## config.mk

```make
export PLATFORM = sky130hd
export DESIGN_NAME = cache_fill_fsm
export DESIGN_NICKNAME = d
export VERILOG_FILES = /design/src/rtl/cache_fill_fsm_pkg.sv /design/src/rtl/cache_fill_fsm_word_counter.sv /design/src/rtl/cache_fill_fsm.sv
export SDC_FILE = /design/constraint.sdc
export NUM_CORES = 1
export LEC_CHECK = 0
export BUFFER_PORTS_ARGS = -buffer_cell sky130_fd_sc_hd__buf_2
export CAP_MARGIN = 20
export CORE_ASPECT_RATIO = 2
export CORE_MARGIN = 3
export CORE_UTILIZATION = 35
export CTS_CLUSTER_DIAMETER = 100
export CTS_CLUSTER_SIZE = 30
export DETAILED_ROUTE_END_ITERATION = 10
export SYNTH_ARGS = -nofsm -noshare
export SYNTH_HDL_FRONTEND = slang
export SYNTH_SLANG_ARGS = --single-unit
```

## constraint.sdc

```tcl
create_clock -name clk -period 1.7 [get_ports clk]
set_input_delay 0.34 -clock clk [delete_from_list [all_inputs] [get_ports clk]]
set_output_delay 0.34 -clock clk [all_outputs]
set_load 0.05 [all_outputs]
```

## src/rtl/cache_fill_fsm_pkg.sv

```systemverilog
// Shared types and constants for the cache block fill controller.
// A block is 16 bytes, held as eight 16-bit words.
package cache_fill_fsm_pkg;

    localparam int WORDS_PER_BLOCK   = 8;
    localparam int MEM_LATENCY       = 4;
    localparam int BLOCK_OFFSET_BITS = 4;
    localparam int ADDR_W            = 16;
    localparam int CNT_W             = 3;

    typedef enum logic {
        IDLE = 1'b0,
        WAIT = 1'b1
    } state_e;

    // Byte address of word idx inside the block; the offset never carries into the block bits.
    function automatic logic [ADDR_W-1:0] word_addr(input logic [ADDR_W-1:0] base,
                                                    input logic [CNT_W-1:0]  idx);
        return {base[ADDR_W-1:BLOCK_OFFSET_BITS], idx, 1'b0};
    endfunction

endpackage

```

## src/rtl/cache_fill_fsm_word_counter.sv

```systemverilog
// Small up-counter with synchronous clear (priority over enable) and async reset.
module word_counter #(
    parameter int WIDTH = 3
) (
    input  logic             clk,
    input  logic             rst_n,
    input  logic             clr_i,
    input  logic             en_i,
    output logic [WIDTH-1:0] count_o
);

    logic [WIDTH-1:0] count_q, count_d;

    always_comb begin
        count_d = count_q;
        if (clr_i) begin
            count_d = '0;
        end else if (en_i) begin
            count_d = count_q + WIDTH'(1);
        end
    end

    always_ff @(posedge clk or negedge rst_n) begin
        if (!rst_n) begin
            count_q <= '0;
        end else begin
            count_q <= count_d;
        end
    end

    assign count_o = count_q;

endmodule

```

## src/rtl/cache_fill_fsm.sv

```systemverilog
// Cache miss block fill: issues eight back-to-back word reads and writes each
// returned word into the data array, writing the tag with the last word.
module cache_fill_fsm #(
    parameter int WORDS_PER_BLOCK = cache_fill_fsm_pkg::WORDS_PER_BLOCK,
    parameter int MEM_LATENCY     = cache_fill_fsm_pkg::MEM_LATENCY
) (
    input  logic        clk,
    input  logic        rst_n,
    input  logic        miss_detected,
    input  logic [15:0] miss_address,
    input  logic        memory_data_valid,
    output logic        fsm_busy,
    output logic        mem_read_en,
    output logic [15:0] memory_address,
    output logic        write_data_array,
    output logic [15:0] cache_word_address,
    output logic        write_tag_array
);

    import cache_fill_fsm_pkg::*;

    localparam int REQ = 0;
    localparam int RCV = 1;
    localparam logic [CNT_W-1:0] LAST_WORD = CNT_W'(WORDS_PER_BLOCK - 1);

    // The counters are 3 bits wide, so only an eight-word block fits.
    if (WORDS_PER_BLOCK != 8 || MEM_LATENCY < 1) begin : g_param_check
        $error("cache_fill_fsm: WORDS_PER_BLOCK must be 8 and MEM_LATENCY at least 1");
    end

    state_e            state_q, state_d;
    logic [ADDR_W-1:0] base_q, base_d;
    logic              req_done_q, req_done_d;
    logic              accept_miss;
    logic [CNT_W-1:0]  cnt [2];
    logic              cnt_clr [2];
    logic              cnt_en [2];

    for (genvar gi = 0; gi < 2; gi++) begin : g_cnt
        word_counter #(
            .WIDTH (CNT_W)
        ) u_cnt (
            .clk     (clk),
            .rst_n   (rst_n),
            .clr_i   (cnt_clr[gi]),
            .en_i    (cnt_en[gi]),
            .count_o (cnt[gi])
        );
    end

    assign cnt_clr[REQ] = accept_miss;
    assign cnt_en[REQ]  = mem_read_en;
    assign cnt_clr[RCV] = accept_miss;
    assign cnt_en[RCV]  = write_data_array;

    always_comb begin
        state_d            = state_q;
        base_d             = base_q;
        req_done_d         = req_done_q;
        accept_miss        = 1'b0;
        fsm_busy           = 1'b0;
        mem_read_en        = 1'b0;
        memory_address     = '0;
        write_data_array   = 1'b0;
        cache_word_address = '0;
        write_tag_array    = 1'b0;

        case (state_q)
            IDLE: begin
                if (miss_detected) begin
                    accept_miss = 1'b1;
                    base_d      = {miss_address[ADDR_W-1:BLOCK_OFFSET_BITS], BLOCK_OFFSET_BITS'(0)};
                    req_done_d  = 1'b0;
                    state_d     = WAIT;
                end
            end
            WAIT: begin
                fsm_busy = 1'b1;
                // The request counter wraps to 0 after the last word, so a flag marks completion.
                if (!req_done_q) begin
                    mem_read_en    = 1'b1;
                    memory_address = word_addr(base_q, cnt[REQ]);
                    if (cnt[REQ] == LAST_WORD) begin
                        req_done_d = 1'b1;
                    end
                end
                if (memory_data_valid) begin
                    write_data_array   = 1'b1;
                    cache_word_address = word_addr(base_q, cnt[RCV]);
                    if (cnt[RCV] == LAST_WORD) begin
                        write_tag_array = 1'b1;
                        state_d         = IDLE;
                    end
                end
            end
            default: state_d = IDLE;
        endcase
    end

    always_ff @(posedge clk or negedge rst_n) begin
        if (!rst_n) begin
            state_q    <= IDLE;
            base_q     <= '0;
            req_done_q <= 1'b0;
        end else begin
            state_q    <= state_d;
            base_q     <= base_d;
            req_done_q <= req_done_d;
        end
    end

endmodule

```

# Word level (Yosys, flattened, before mapping)
# Cells that the tools add are included.
classes:
  addsub: 2
  eq_ne: 3
  muxes: 25
  bitwise: 1
  n_reduce_logical: 3
op_table:
  columns: ["op", "count"]
  rows:
  - ["$mux 16", 4]
  - ["$mux 1", 15]
  - ["$mux 3", 4]
  - ["$add 3x1->3 const B", 2]
  - ["$eq 3x3->1 const B", 2]
  - ["$pmux 1 s2", 2]
  - ["$reduce_bool 2->1", 2]
  - ["$ne 2x2->1 const B", 1]
  - ["$reduce_and 2->1", 1]
  - ["$not 1->1", 1]
totals:
  ff_bits: 20
  inputBits: 20
  wordCells: 39

# Longest topological paths before layout
logic_depth:
  depth_word: 4
  ltp_mapped: 4
  mapped_depth_nobuf: 4

# Cells and area by module
# From an unflattened synthesis, not the netlist that was laid out.
hier_totals:
  cells_unflattened: 96
  area_unflattened_um2: 1118.6
by_module_without_submodules:
  columns: ["module", "n_inst", "cells_each", "area_per_inst_um2"]
  rows:
  - ["cache_fill_fsm", 1, 74, 845.8]
  - ["word_counter", 2, 11, 136.4]

# Worst setup path before layout
# No wires, ideal clock.
synth_path:
  kind: "register to output"
  from: "register state_q"
  to: "output memory_address[10]"
  arrival_time_ps: 1742
  required_time_ps: 1360
  path_slack_ps: -382
  stages_incl_launch_ff: 5
  n_path_buf: 2
  path_cell_list: "dfrtp_1 buf_2 and2b_1 buf_4 and2_1"
synth_between:
  elab_chain_len: 1
synth_rtl:
  columns: ["item", "line", "source"]
  rows:
  - ["from (decl)", "cache_fill_fsm.sv:31", "state_e state_q, state_d;"]
  - ["from (signal assigned)", "cache_fill_fsm.sv:106", "state_q <= state_d;"]
  - ["$mux 16", "cache_fill_fsm.sv:68", "case (state_q)"]
  - ["to (decl)", "cache_fill_fsm.sv:14", "output logic [15:0] memory_address,"]
# Every way passes these cells.

# Worst setup path in the final report
layout_path:
  from: "register req_done_q"
  to: "output memory_address[6]"
layout_between:
  elab_chain_len: 2
layout_rtl:
  columns: ["item", "line", "source"]
  rows:
  - ["from (decl)", "cache_fill_fsm.sv:33", "logic req_done_q, req_done_d;"]
  - ["from (signal assigned)", "cache_fill_fsm.sv:108", "req_done_q <= req_done_d;"]
  - ["$mux 16", "cache_fill_fsm.sv:80", "if (!req_done_q) begin"]
  - ["$mux 16", "cache_fill_fsm.sv:68", null]
# Every way passes these cells.

==> results.md <==
- Endpoints failing setup: 2
- Worst reg-to-reg path cell count: 3
- Core Area: 0.00323 mm2
- Met2 Track Usage GR: 0.268
- Post-synthesis sequential element count: 20
- Synth area leaders: dfrtp_1, mux2_4, and2_1
- Via density: 5.16
- Simple-gate area share of the yosys netlist: 0.223
- Violated checks: setup timing
- Pleak: 0.00101 uW
- PortBufs: 49
- Synth Area in Compound Gates: 0.0210
- FP Rows: 29
- Routed WL: 3.01 mm
- Max rail drop VDD: 0.960 mV
- Max clock buf depth: 2
- Vias: 996
- Max Cap Viol: 0
- Max Fclk: 585 MHz
- GR Util All Layers: 0.154
- Die Height: 88.5 um
- Main combinational cell family by area after synthesis: simple AND/OR/NAND/NOR gates
- Die Footprint: 0.00418 mm2
- Pre-Repair DR Iteration Count: 3
- Area fraction of the dominant cell type after synthesis: 0.420
- CTS tree: done
- EDFF count, synth: 0
- Fin cells: 193
- Synth Area in XOR/XNOR: 0.0147
- RSZ-0062 raised after global routing: true
- CP cell instances: and2b_4 -> buf_12 -> and2_4 -> buf_8
- Max FO, Critical Path: 7
- Starting Density: 0.369
- Worst path slowest cell: dfrtp_1
- Top-level I/O count: 56
- CTS Sinks: 20
- Commonest cells in the netlist: dfrtp_1, and2_1, and3_1, mux2_4, mux2i_1
- Pin count of the biggest net entering global routing: 21
- Global-route wire length before repair: 4.67 mm
- Number of diodes: 0
- Final number of max-transition violations: 0
- Sequential area share after synthesis: 0.420
- Final hold viol count: 0
- Gate Count Post-Synth: 104
- Placed cell count: 180
- Fin nets: 187
- Setup TNS Final: -0.00887 ns
- Chip width: 47.3 um
- Required time of the critical path: 1.36 ns
- Worst Setup End Kind: primary output
- Power Density: 1900 mW/mm2
- R2R Path Start: state_q
- Critical path start-end classification: flop to primary output
- Adder-cell area share of the yosys netlist: 0.0420
- Total power: 3680 uW
- Worst Hold Class: input pin to asynchronous set/reset pin
- Ys flop type: dfrtp_1
- Met1 Use GR: 0.175
- Crit path from: req_done_q
- Post-DP Area: 0.00149 mm2
- Fin crit period: 1.71 ns
- Syn Area/Cell: 11.5 um2
- Yosys warning total: 0
- GP Congestion: 0.695
- Clk Latency, worst-skew pair: 0.26 ns
- Root Buffer: clkbuf_8
- Asr flop ratio synth: 1.00
- Starting DRT DRC Count: 13
- GRT Residual Overflow: 0
- Place WS: 0.171 ns
- H-tree levels: 1
- Initial antenna violation count: 0
- Busiest grt layer: met2
- Worst Setup Slack, final: -0.00864 ns
- DRC viols: 0
- Fin Clk Skew: 0.00553 ns
- M3 GR Usage: 0.0244
- Cell taking the most area after synthesis: dfrtp_1
- Detail Route Antenna Nets: 0
- Inserted Clock Buffers: 3
- Yosys cell types: 22
- Final instance area: 0.00194 mm2
- Arrival time at the worst endpoint: 1.37 ns
- Reg clk slew, reported paths: 0.08 ns
- Startpoint types: flop
- DR WL/cell: 15.6 um
- Mux cell area share after synthesis: 0.212
- Final HPWL DP: 1.97 mm
- Synthesized area: 0.00119 mm2
- Syn-to-layout area delta: 62.9%
- Count leader, synth: dfrtp_1
- Fin crit share: 1.01
- Critical path's largest stage delay: 0.38 ns
- Via count of the first global-routing pass: 1007
- Layout cells sized above 1: 0.679
- Run status: finished with violations
- CTS Hold Buffers Added: 0
[area by class of cell]
cell class              instances  area [um2]
flip-flops and latches         20         502
well taps                      31        38.8
inverters                       1        3.75
multi-input cells              74         688
clock buffers                   4        55.1
fillers                       271        1290
repair buffers                 63         653
[metal layers]
metal  share of wire  vias to the layer above
met4          0.0083                        0
met3           0.052                        2
met1            0.37                      493
li1                -                      466
met5               0                        -
met2            0.57                       35
[cell families (layout without fill, tap and decap cells)]
logic type	Yosys count	after routing
AND/OR/NAND/NOR	42	42
multiplexers	20	20
flip-flops	20	20
buffers and inverters	11	68
adder cells (fa/ha/maj)	4	4
AO/OA/AOI/OAI	4	4
XOR/XNOR	2	2
other	1	2
[metrics by stage]
stage / hold slack (ns) / util
final: 0.0274 / 0.601
after global routing: 0.0481 / 0.601
after CTS: 0.0336 / 0.559
after detailed placement: 0.320 / 0.463
after global placement: 0.311 / 0.463
after floorplan: 0.0444 / -
[worst paths after layout]
kind,to,slack [ns]
min in group clk,base_q[14],0.30
worst min-delay path,base_q[9],0.03
max in group asynchronous,state_q,1.33
worst max register to register,base_q[15],0.27
worst min register to register,base_q[15],0.52
worst max-delay path,memory_address[6],-0.009
[flip-flops by register name, summed over array words and instances (netlist names)]
name                 cells
req_done_q               1
g_cnt.u_cnt.count_o      6
base_q                  12
state_q                  1
[cell usage in the layout (no fill, tap or decap), drive strengths merged, types with 4 or more instances in the layout]
cell type | netlist | final
and3 | 16 | 16
buf | 8 | 62
mux2 | 12 | 12
dfrtp | 20 | 20
clkbuf | 2 | 5
nand2b | 4 | 4
mux2i | 8 | 8
ha | 4 | 4
and2 | 16 | 16
[repair_timing]
| item | 4_1_cts | 5_1_grt |
|---|---|---|
| endpoints found under the setup margin | 13 | 33 |
| gates resized for setup | 61 | 40 |
| buffers inserted | 6 | 2 |
| gates cloned | 1 | 0 |
| pin swaps | 0 | 3 |
[worst max-delay path, delay by kind of cell (launching register included)]
family,cells,cell delay [ns]
flip-flops,1,0.38
AND/OR/NAND/NOR,2,0.47
buffers and inverters,2,0.27
[report_power, final]
| part | leakage, uW | internal, uW | switching (uW) |
|---|---|---|---|
| Sequential | 0.000238 | 704 | 179 |
| Clock | 0.0000288 | 206 | 155 |
| Combinational | 0.000746 | 1180 | 1250 |
Note: power is estimated with default switching activity, not from simulation.
